**src/rtl/multicycle_ctrl.sv**
```systemverilog
// Multi-cycle RV32I control unit: FETCH/DECODE/EXEC/MEM/WB sequencing, datapath
// selects, bus-timeout and illegal-instruction traps, and a retired-instruction counter.
module multicycle_ctrl #(
   parameter int unsigned MAX_WAIT = 16,
   parameter int unsigned CNT_W    = 32,
   parameter bit          BR_UN_EN = 1'b1
) (
   input  logic             i_clk,
   input  logic             i_rst,
   input  logic [31:0]      i_instr,
   input  logic             i_br_less,
   input  logic             i_br_equal,
   input  logic             i_imem_ack,
   input  logic             i_lsu_ack,
   output logic             o_imem_req,
   output logic             o_lsu_req,
   output logic             o_lsu_wren,
   output logic             o_ir_wren,
   output logic             o_pc_wren,
   output logic             o_pc_sel,
   output logic             o_rd_wren,
   output logic             o_br_un,
   output logic             o_opa_sel,
   output logic             o_opb_sel,
   output logic [3:0]       o_alu_op,
   output logic [1:0]       o_wb_sel,
   output logic             o_insn_vld,
   output logic             o_illegal,
   output logic             o_bus_err,
   output logic [CNT_W-1:0] o_retire_cnt,
   output logic [2:0]       o_state
);

   typedef enum logic [2:0] {
      FETCH  = 3'd0,
      DECODE = 3'd1,
      EXEC   = 3'd2,
      MEM    = 3'd3,
      WB     = 3'd4,
      TRAP   = 3'd5
   } state_t;

   localparam logic [6:0] OPC_LOAD   = 7'b0000011;
   localparam logic [6:0] OPC_STORE  = 7'b0100011;
   localparam logic [6:0] OPC_OP     = 7'b0110011;
   localparam logic [6:0] OPC_OP_IMM = 7'b0010011;
   localparam logic [6:0] OPC_LUI    = 7'b0110111;
   localparam logic [6:0] OPC_AUIPC  = 7'b0010111;
   localparam logic [6:0] OPC_JAL    = 7'b1101111;
   localparam logic [6:0] OPC_JALR   = 7'b1100111;
   localparam logic [6:0] OPC_BRANCH = 7'b1100011;

   localparam logic [7:0] WAIT_LAST = 8'(MAX_WAIT - 1);

   state_t     state, state_nxt;
   logic [7:0] wait_cnt;
   logic       illegal_set, bus_err_set;
   logic       wait_last;

   logic [6:0] opcode;
   logic [2:0] funct3;
   logic       is_load, is_store, is_op, is_op_imm, is_lui, is_auipc;
   logic       is_jal, is_jalr, is_branch, br_f3_ok, legal, br_take;
   logic       instr_unused;

   assign opcode       = i_instr[6:0];
   assign funct3       = i_instr[14:12];
   assign instr_unused = ^{i_instr[31], i_instr[29:15], i_instr[11:7]};
   assign o_state      = state;
   assign wait_last    = (wait_cnt == WAIT_LAST);

   always_comb begin
      is_load   = (opcode == OPC_LOAD);
      is_store  = (opcode == OPC_STORE);
      is_op     = (opcode == OPC_OP);
      is_op_imm = (opcode == OPC_OP_IMM);
      is_lui    = (opcode == OPC_LUI);
      is_auipc  = (opcode == OPC_AUIPC);
      is_jal    = (opcode == OPC_JAL);
      is_jalr   = (opcode == OPC_JALR);
      is_branch = (opcode == OPC_BRANCH);

      case (funct3)
         3'b000, 3'b001, 3'b100, 3'b101: br_f3_ok = 1'b1;
         3'b110, 3'b111:                 br_f3_ok = BR_UN_EN;
         default:                        br_f3_ok = 1'b0;
      endcase

      case (funct3)
         3'b000:         br_take = i_br_equal;
         3'b001:         br_take = ~i_br_equal;
         3'b100, 3'b110: br_take = i_br_less;
         default:        br_take = i_br_equal | ~i_br_less;
      endcase

      legal = is_load | is_store | is_op | is_op_imm | is_lui | is_auipc |
              is_jal | is_jalr | (is_branch & br_f3_ok);
   end

   always_comb begin
      state_nxt   = state;
      illegal_set = 1'b0;
      bus_err_set = 1'b0;
      o_imem_req  = 1'b0;
      o_lsu_req   = 1'b0;
      o_lsu_wren  = 1'b0;
      o_ir_wren   = 1'b0;
      o_pc_wren   = 1'b0;
      o_pc_sel    = 1'b0;
      o_rd_wren   = 1'b0;
      o_br_un     = 1'b0;
      o_opa_sel   = 1'b0;
      o_opb_sel   = 1'b0;
      o_alu_op    = '0;
      o_wb_sel    = '0;
      o_insn_vld  = 1'b0;

      if (state == EXEC || state == MEM || state == WB) begin
         o_opa_sel = is_auipc | is_jal | is_branch;
         o_opb_sel = is_load | is_store | is_op_imm | is_jalr | is_auipc | is_jal | is_branch;
         o_br_un   = is_branch & (funct3[2:1] == 2'b11);
         if (is_op)
            o_alu_op = {i_instr[30], funct3};
         else if (is_op_imm)
            o_alu_op = {i_instr[30] & (funct3[1:0] == 2'b01), funct3};
      end

      case (state)
         FETCH: begin
            o_imem_req = 1'b1;
            if (i_imem_ack) begin
               o_ir_wren = 1'b1;
               state_nxt = DECODE;
            end else if (wait_last) begin
               bus_err_set = 1'b1;
               state_nxt   = TRAP;
            end
         end
         DECODE: begin
            if (legal) begin
               state_nxt = EXEC;
            end else begin
               illegal_set = 1'b1;
               state_nxt   = TRAP;
            end
         end
         EXEC: begin
            if (is_load || is_store) begin
               state_nxt = MEM;
            end else if (is_branch) begin
               o_pc_wren  = 1'b1;
               o_pc_sel   = br_take;
               o_insn_vld = 1'b1;
               state_nxt  = FETCH;
            end else begin
               state_nxt = WB;
            end
         end
         MEM: begin
            o_lsu_req  = 1'b1;
            o_lsu_wren = is_store;
            if (i_lsu_ack) begin
               if (is_store) begin
                  o_pc_wren  = 1'b1;
                  o_insn_vld = 1'b1;
                  state_nxt  = FETCH;
               end else begin
                  state_nxt = WB;
               end
            end else if (wait_last) begin
               bus_err_set = 1'b1;
               state_nxt   = TRAP;
            end
         end
         WB: begin
            o_rd_wren  = 1'b1;
            o_pc_wren  = 1'b1;
            o_insn_vld = 1'b1;
            o_pc_sel   = is_jal | is_jalr;
            if (is_load)
               o_wb_sel = 2'd1;
            else if (is_jal || is_jalr)
               o_wb_sel = 2'd2;
            else if (is_lui)
               o_wb_sel = 2'd3;
            state_nxt = FETCH;
         end
         default: state_nxt = TRAP;
      endcase

      // Reset must silence the combinational outputs too, since FETCH would otherwise raise imem_req.
      if (i_rst) begin
         o_imem_req = 1'b0;
         o_lsu_req  = 1'b0;
         o_lsu_wren = 1'b0;
         o_ir_wren  = 1'b0;
         o_pc_wren  = 1'b0;
         o_pc_sel   = 1'b0;
         o_rd_wren  = 1'b0;
         o_br_un    = 1'b0;
         o_opa_sel  = 1'b0;
         o_opb_sel  = 1'b0;
         o_alu_op   = '0;
         o_wb_sel   = '0;
         o_insn_vld = 1'b0;
      end
   end

   always_ff @(posedge i_clk or posedge i_rst) begin
      if (i_rst) begin
         state        <= FETCH;
         wait_cnt     <= '0;
         o_retire_cnt <= '0;
         o_illegal    <= 1'b0;
         o_bus_err    <= 1'b0;
      end else begin
         state <= state_nxt;
         if (state_nxt != state)
            wait_cnt <= '0;
         else if (state == FETCH || state == MEM)
            wait_cnt <= wait_cnt + 8'd1;
         if (o_insn_vld)
            o_retire_cnt <= o_retire_cnt + CNT_W'(1);
         if (illegal_set)
            o_illegal <= 1'b1;
         if (bus_err_set)
            o_bus_err <= 1'b1;
      end
   end

endmodule

```
**config.mk**
```make
export PLATFORM = sky130hd
export DESIGN_NAME = multicycle_ctrl
export DESIGN_NICKNAME = d
export VERILOG_FILES = /design/src/rtl/multicycle_ctrl.sv
export SDC_FILE = /design/constraint.sdc
export NUM_CORES = 1
export LEC_CHECK = 0
export CORE_MARGIN = 5
export CORE_UTILIZATION = 41
export CTS_CLUSTER_SIZE = 8
export DETAILED_ROUTE_END_ITERATION = 10
export PLACE_DENSITY_LB_ADDON = 0.15
export SETUP_SLACK_MARGIN = 0.05
export SYNTH_ARGS = -nofsm -noshare
export SYNTH_HDL_FRONTEND = slang
export SYNTH_SLANG_ARGS = --single-unit
```
**constraint.sdc**
```tcl
create_clock -name i_clk -period 3.11 [get_ports i_clk]
set_input_delay 0.622 -clock i_clk [delete_from_list [all_inputs] [get_ports i_clk]]
set_output_delay 0.622 -clock i_clk [all_outputs]
set_load 0.03 [all_outputs]
```
# Word-level counts from Yosys, hierarchy flattened
# Index checks and enable logic that the tools add are counted.
# W data, S select, Z words.
[op_classes] n_addsub=2 n_eq_ne=22 mux=54 bitwise_logic=22 n_reduce_logical=10
[op_table] cell="$add A32 B1 Y32 const B" count=1
[op_table] cell="$mux W1" count=31
[op_table] cell="$eq A7 B6 Y1 const B" count=3
[op_table] cell="$eq A7 B7 Y1 const B" count=3
[op_table] cell="$mux W3" count=7
[op_table] cell="$or A1 B1 Y1" count=17
[op_table] cell="$mux W4" count=4
[op_table] cell="$mux W8" count=2
[op_table] cell="$eq A3 B3 Y1 const B" count=5
[op_table] cell="$pmux W3 S5" count=1
[op_table] cell="$eq A7 B5 Y1 const B" count=2
[op_table] cell="$mux W2" count=5
[op_table] cell="$add A8 B1 Y8 const B" count=1
[op_table] cell="$eq A8 B4 Y1 const B" count=1
[op_table] cell="$eq A7 B2 Y1 const B" count=1
[op_table] cell="$eq A3 B1 Y1 const B" count=2
[op_table] cell="$eq A3 B2 Y1 const B" count=2
[op_table] cell="$logic_not A3 Y1" count=2
[op_table] cell="$pmux W1 S3" count=2
[op_table] cell="$reduce_or A6 Y1" count=1
[op_table] cell="$logic_or A1 B1 Y1" count=5
[op_table] cell="$pmux W1 S2" count=2
[op_table] cell="$and A1 B1 Y1" count=3
[op_table] cell="$ne A3 B3 Y1" count=1
[op_table] cell="other kinds (5)" count=6
[word_totals] regBits=45 output_inout_bits=54

# Depth between registers and ports, before layout
# Gate-level depths: netlist of run 1.
[logic_depth] word_depth=13 depth_mapped=8 ltp_nobuf=6

# Least setup slack after synthesis of run 1
# Ideal clock, no wire load.
[synth_timing] path_kind="in2out" from="input port i_rst" to="output port o_pc_wren" arrival_time_ns=2.881 t_required_ns=2.488 setup_slack_ns=-0.393 stages=6 n_path_buf=2 path_cell_list="inv_1 > and3_1 > a41oi_4 > inv_2 > buf_6 > buf_4"
[synth_between] elab_chain_cells=1
[synth_rtl] element="from (decl)" line_no="9" text="input logic i_rst,"
[synth_rtl] element="$mux W1"
[synth_rtl] element="to (decl)" line_no="19" text="output logic o_pc_wren,"
# Every way passes these cells.

# Worst setup path after layout of run 1
[layout_timing] from="input port i_rst" to="output port o_imem_req"
[layout_between] elab_chain_cells=1
[layout_rtl] element="$mux W1" line_no="192" text="if (i_rst) begin"
[layout_rtl] element="to (decl)" line_no="15" text="output logic o_imem_req,"
# Every way passes these cells.

==> metrics, run 1 <==
status=complete, no violations; CTS Buffer Depth=2; Worst-Margin Slew=711 ps; gr usage total=0.159; Synth async-reset ratio=1.00; Final ANT Viol Nets=0; number of global-route vias before repair=2,395; via count=2,326; Post-synth EDFFs=0; Setup Crit Path Kind=in -> out; fillers=615; wire per inst=14.6 um; fin cells=434; CTS root buf=clkbuf_8; PD cells=426 mW/mm^2; unrepaired setup endpoints after global routing=false; syn_nets=317; GP Congestion=0.826; relative slew slack=0.513; CP endpoint kind=primary output; CP Launch Type=input pin; global-route wire length before repair=11,100 um; Die H=90.4 um; Synth Area per Inst=9.58 sq um; share of layout cells above drive strength 1=0.129; WP data required=2490 ps; Cell Area, Synth=0.00265 sq mm; Final Skew=4.09 ps; Leak Pwr=1.54 nW; H-tree levels=2; hold path depth=1; hpwl dp=4690 um; Most common cell on crit path=clkdlybuf4s50_1; flops & latches, synth=45; R2R cell count=6; Gate Count Post-Synth=277; Hold Vio Cnt, Final=0; post-route clock period utilization=0.926; synth unique cells=56; Max IR drop VDD=465 uV; drt drc=0; Clock Latency Late Sink=290 ps; drt initial violations=57; Most used DFF post-synth=dfrtp_1; I/O pin total=92; CP max FO=3; Placed Cells=426; clock transition at the registers of the reported paths=80 ps; crit-path max cell delay=710 ps; Congestion Overflow GR=0; FF+latch area=0.00113 sq mm; drt first pass iters=4; # clock sinks=45; # setup viols final=0; Die Width=90.4 um; sequential-to-total area share from yosys stat=0.425; vias per cell=5.36; multi-input combinational cell area=0.00145 sq mm; area grow syn2layout=33.1%; Core ar.=0.00631 sq mm; maximum clock rate=347 MHz; die area=0.00818 sq mm; Final TNS setup=0 ps; fin nets=396; initial antenna violation count=0; routed wire length=6350 um; Worst Path Arrival=2260 ps; max-cap viol count=0; CP max stage cell=clkdlybuf4s50_1; row cnt=29; PortBufs=70; CTS tree=built; critical path cell sequence=clkdlybuf4s50_1, or2_1, nor3_1, clkdlybuf4s50_1; Slew Limit Fails=0; # diodes=0; Starting Density=0.420; Synth Warn #=0; total CTS buffers=5; Period minus WS final=2880 ps; Hold WC Path Type=reg -> reg; largest net degree at the start of global routing=39
==> cell families (layout without fill, tap and decap cells) <==
| kind of cell | count (synthesis) | after routing | share of synthesized area |
|---|---|---|---|
| AO/OA/AOI/OAI | 35 | 35 | 0.108 |
| XOR/XNOR | 39 | 39 | 0.129 |
| adder cells (fa/ha/maj) | 2 | 2 | 0.00943 |
| buffers and inverters | 16 | 96 | 0.0358 |
| flip-flops | 45 | 45 | 0.425 |
| multiplexers | 1 | 1 | 0.00377 |
| AND/OR/NAND/NOR | 139 | 139 | 0.289 |
==> state kept, by name, indices dropped and copies added (netlist names) <==
| register | flops |
|---|---|
| o_state | 3 |
| wait_cnt | 8 |
| o_bus_err | 1 |
| o_illegal | 1 |
| o_retire_cnt | 32 |
==> cell usage after synthesis, types with 2 or more instances <==
library cell  instances  area [sq um]
o21ai_0               2          10.0
xor2_1               16           140
clkbuf_1              3          11.3
a21o_1                2          15.0
dfrtp_1              45          1130
buf_6                 4          45.0
ha_1                  2          25.0
nor2_1               28           105
inv_1                 6          22.5
nand2b_1              4          25.0
and4_1                3          26.3
o211a_1               2          20.0
nor3_1                9          45.0
nor4_1                5          31.3
and2_1                5          31.3
a31oi_1               3          18.8
o21bai_1              2          15.0
a311o_1               2          20.0
nand2_1              26          97.6
nand3_1              16          80.1
nor2b_1               6          37.5
nor4b_1               3          26.3
o211ai_1              4          30.0
and3_1                8          50.1
nor3b_1               3          22.5
nand4_1              11          68.8
xnor2_1              23           201
a21oi_1               6          30.0
==> layout make-up <==
cell class              count  area share
multi-input cells         216       0.410
flip-flops and latches     45       0.319
repair buffers             81       0.212
well taps                  77      0.0273
clock buffers               7      0.0216
inverters                   7     0.00851
clock inverters             1     0.00213
==> critical path, delay by kind of cell <==
kind / cells / cell delay [ps]
and+or+nand+nor: 2 / 460
buffers and inverters: 2 / 1170
==> stage by stage <==
step	setup slack [ps]	total power [mW]	area [sq um]	utilization	hold WS (ps)
6_report	229	1.50	3530	0.559	474
3_5_place_dp	17.7	1.16	3430	0.544	462
4_1_cts	58.6	1.52	3520	0.558	478
2_1_floorplan	91.4	1.00	2660	-	500
3_3_place_gp	19.9	1.16	3430	0.544	454
5_1_grt	140	1.60	3530	0.559	488
==> what timing repair did <==
item                                    CTS  global route
hold buffers                              0             0
pin swaps                                 3             2
endpoints found under the setup margin    1             2
gates resized for setup                   2             2
setup buffers                             0             0
gates cloned                              0             0
==> per-layer routing <==
metal / vias up / part of all wire / track usage
met5: - / 0 / 0
met4: 0 / 0.0068 / 0.0434
met3: 4 / 0.067 / 0.0450
met2: 71 / 0.47 / 0.264
met1: 1104 / 0.46 / 0.203
li1: 1147 / - / -
==> cell usage in the layout (no fill, tap or decap), types with 3 or more instances in the layout <==
cell type,count
dfrtp_1,45
a21oi_1,6
nor2_1,28
nand3_1,16
and3_1,7
clkbuf_8,5
clkdlybuf4s50_1,53
xor2_1,16
a31oi_1,3
and4_1,3
o211ai_1,4
nand2_1,26
nor4b_1,3
nor3_1,9
inv_1,5
nand2b_1,4
nand4_1,11
buf_4,26
nor2b_1,6
nor4_1,5
xnor2_1,23
and2_1,5
==> power breakdown <==
part           internal, mW  switching [mW]  total [mW]
Clock                 0.159           0.198       0.357
Sequential            0.621          0.0505       0.671
Combinational         0.191           0.285       0.476
==> final timing paths <==
path                                        from          endpoint  slack, ps
worst max-delay path                       i_rst        o_imem_req        230
max in group asynchronous                  i_rst  o_retire_cnt[23]       1760
worst max register to register        o_state[2]  o_retire_cnt[31]        780
worst min-delay path            o_retire_cnt[31]  o_retire_cnt[31]        470
worst min register to register  o_retire_cnt[31]  o_retire_cnt[31]        470
min in group asynchronous                  i_rst       wait_cnt[5]        630
Power figures use the tool's default switching activity.
==> inputs of run 2 (changes only) <==
--- a/config.mk
+++ b/config.mk
@@ -5,12 +5,14 @@
 export SDC_FILE = /design/constraint.sdc
 export NUM_CORES = 1
 export LEC_CHECK = 0
+export CAP_MARGIN = 40
 export CORE_MARGIN = 5
-export CORE_UTILIZATION = 41
+export CORE_UTILIZATION = 35
 export CTS_CLUSTER_SIZE = 8
 export DETAILED_ROUTE_END_ITERATION = 10
 export PLACE_DENSITY_LB_ADDON = 0.15
 export SETUP_SLACK_MARGIN = 0.05
+export SLEW_MARGIN = 30
 export SYNTH_ARGS = -nofsm -noshare
 export SYNTH_HDL_FRONTEND = slang
 export SYNTH_SLANG_ARGS = --single-unit
==> run 2 against run 1 <==
Effect of this change: clock skew increased by 5.1 ps; critical path depth unchanged; cell area increased by 0.96%; sequential share of layout area decreased by 0.30 points; highest routed layer unchanged; worst setup slack got worse by 20 ps; hold slack improved by 1.8 ps.
==> metrics, run 2 (synthesis results as in run 1) <==
Period minus WS final=2900 ps; maximum clock rate=345 MHz; # setup viols final=0; status=complete, no violations; DP Area=0.00346 sq mm; CP endpoint kind=primary output; Worst-Margin Slew=721 ps; relative slew slack=0.507; fin cells=456; Final ANT Viol Nets=0; Worst Path Arrival=2280 ps; drt initial violations=90; critical path cell sequence=clkdlybuf4s50_1, or2_1, nor3_1, clkdlybuf4s50_1; number of global-route vias before repair=2,396; CP max FO=3; total CTS buffers=5; vias per cell=5.15; Congestion Overflow GR=0; Slew Limit Fails=0; global-route wire length before repair=11,600 um; Hold WC Path Type=reg -> reg; Starting Density=0.362; Core ar.=0.00733 sq mm; delay-heaviest family, CP=buffers and inverters; Die Width=97.1 um; WP data required=2490 ps; unrepaired setup endpoints after global routing=false; largest reg by FF count=o_retire_cnt; Hold Vio Cnt, Final=0; Max IR drop VDD=349 uV; H-tree levels=2; die area=0.00942 sq mm; crit-path max cell delay=710 ps; I/O pin total=92; Final Skew=9.19 ps; Final WS setup=209 ps; wire per inst=14.7 um; PortBufs=70; GP Congestion=0.805; PD cells=431 mW/mm^2; row cnt=31; Final Power=1.54 mW; Setup Crit Path Kind=in -> out; CTS root buf=clkbuf_8; worst slack at placement=14.5 ps; Final TNS setup=0 ps; CTS Buffer Depth=2; CP Buf/Inv Count=2; # diodes=0; CP Launch Type=input pin; Die H=97.1 um; fillers=725; Placed Cells=448; routed wire length=6700 um; most frequent cells in the layout=clkdlybuf4s50_1, dfrtp_1, nor2_1, nand2_1, buf_4; fin nets=396; hpwl dp=5020 um; CTS Hold Buffers Added=0; post-route clock period utilization=0.933; via count=2,350; Leak Pwr=1.54 nW; Clock Latency Late Sink=300 ps; max reg flops=32; drt first pass iters=4; max-cap viol count=0; # clock sinks=45; clock transition at the registers of the reported paths=100 ps; gr usage total=0.144; drt drc=0; CP max stage cell=clkdlybuf4s50_1; CTS tree=built; area grow syn2layout=34.3%; initial antenna violation count=0; share of layout cells above drive strength 1=0.134; final instance area=0.00356 sq mm; largest net degree at the start of global routing=33; Most common cell on crit path=clkdlybuf4s50_1; most common cell after layout, fill and taps aside=clkdlybuf4s50_1
## run 2: changes by cell type in the layout (fill, tap and decap cells not counted)
cell / previous run / this run
dlymetal6s2s_1: 1 / 0
clkbuf_1: 2 / 0
clkinv_4: 0 / 1
dlygate4sd2_1: 1 / 2
inv_6: 0 / 1
## run 2: timing repair
action / 4_1_cts / 5_1_grt
setup endpoints to repair: 1 / 1
buffers inserted: 0 / 0
pin swaps: 1 / 0
gates resized for setup: 3 / 1
## run 2: final timing paths
path | start | endpoint | slack [ps] | cells after the start
max | i_rst | o_imem_req | 210 | 4
min | o_retire_cnt[31] | o_retire_cnt[31] | 480 | 1
max reg2reg | o_state[2] | o_retire_cnt[31] | 670 | 7
min reg2reg | o_retire_cnt[31] | o_retire_cnt[31] | 480 | 1
max in group asynchronous | i_rst | o_retire_cnt[13] | 1960 | 3
min in group asynchronous | i_rst | o_bus_err | 750 | 3
## run 2: layout make-up
class                      instances  area (sq um)  area share
clock inverter                     3          25.0     0.00702
multi-input combinational        216          1450       0.406
timing repair buffer              81           743       0.209
sequential                        45          1130       0.316
tap                               99           124      0.0348
clock buffer                       5          68.8      0.0193
inverter                           7          30.0     0.00843
## run 2: stage by stage
stage               hold WS [ps]  utilization
finish                       476        0.486
global route                 495        0.486
CTS                          480        0.485
detailed placement           463        0.472
global placement             456        0.472
floorplan                    500            -
## run 2: layer usage
metal	global-route usage	vias to the layer above	share of wire	wire (um)
li1	-	1142	-	-
met1	0.201	1143	0.50	3340
met2	0.228	63	0.45	3040
met3	0.0352	2	0.046	308
met4	0.0292	0	0.0012	8
met5	0	-	0	0
## run 2: worst register-to-register path, cell delays in order, from the launching register on
cell and delay [ps]:
dfrtp_1 500, buf_4 220, nand2b_1 240, o41ai_2 520, a41oi_4 70, buf_4 230
nor4b_1 420, xor2_1 180
## run 2: report_power, final
group | switching, mW | leakage [nW] | total, mW | internal (mW)
Clock | 0.221 | 0.0447 | 0.384 | 0.163
Combinational | 0.293 | 0.887 | 0.484 | 0.191
Sequential | 0.0485 | 0.605 | 0.669 | 0.621
Total | 0.562 | 1.54 | 1.54 | 0.974
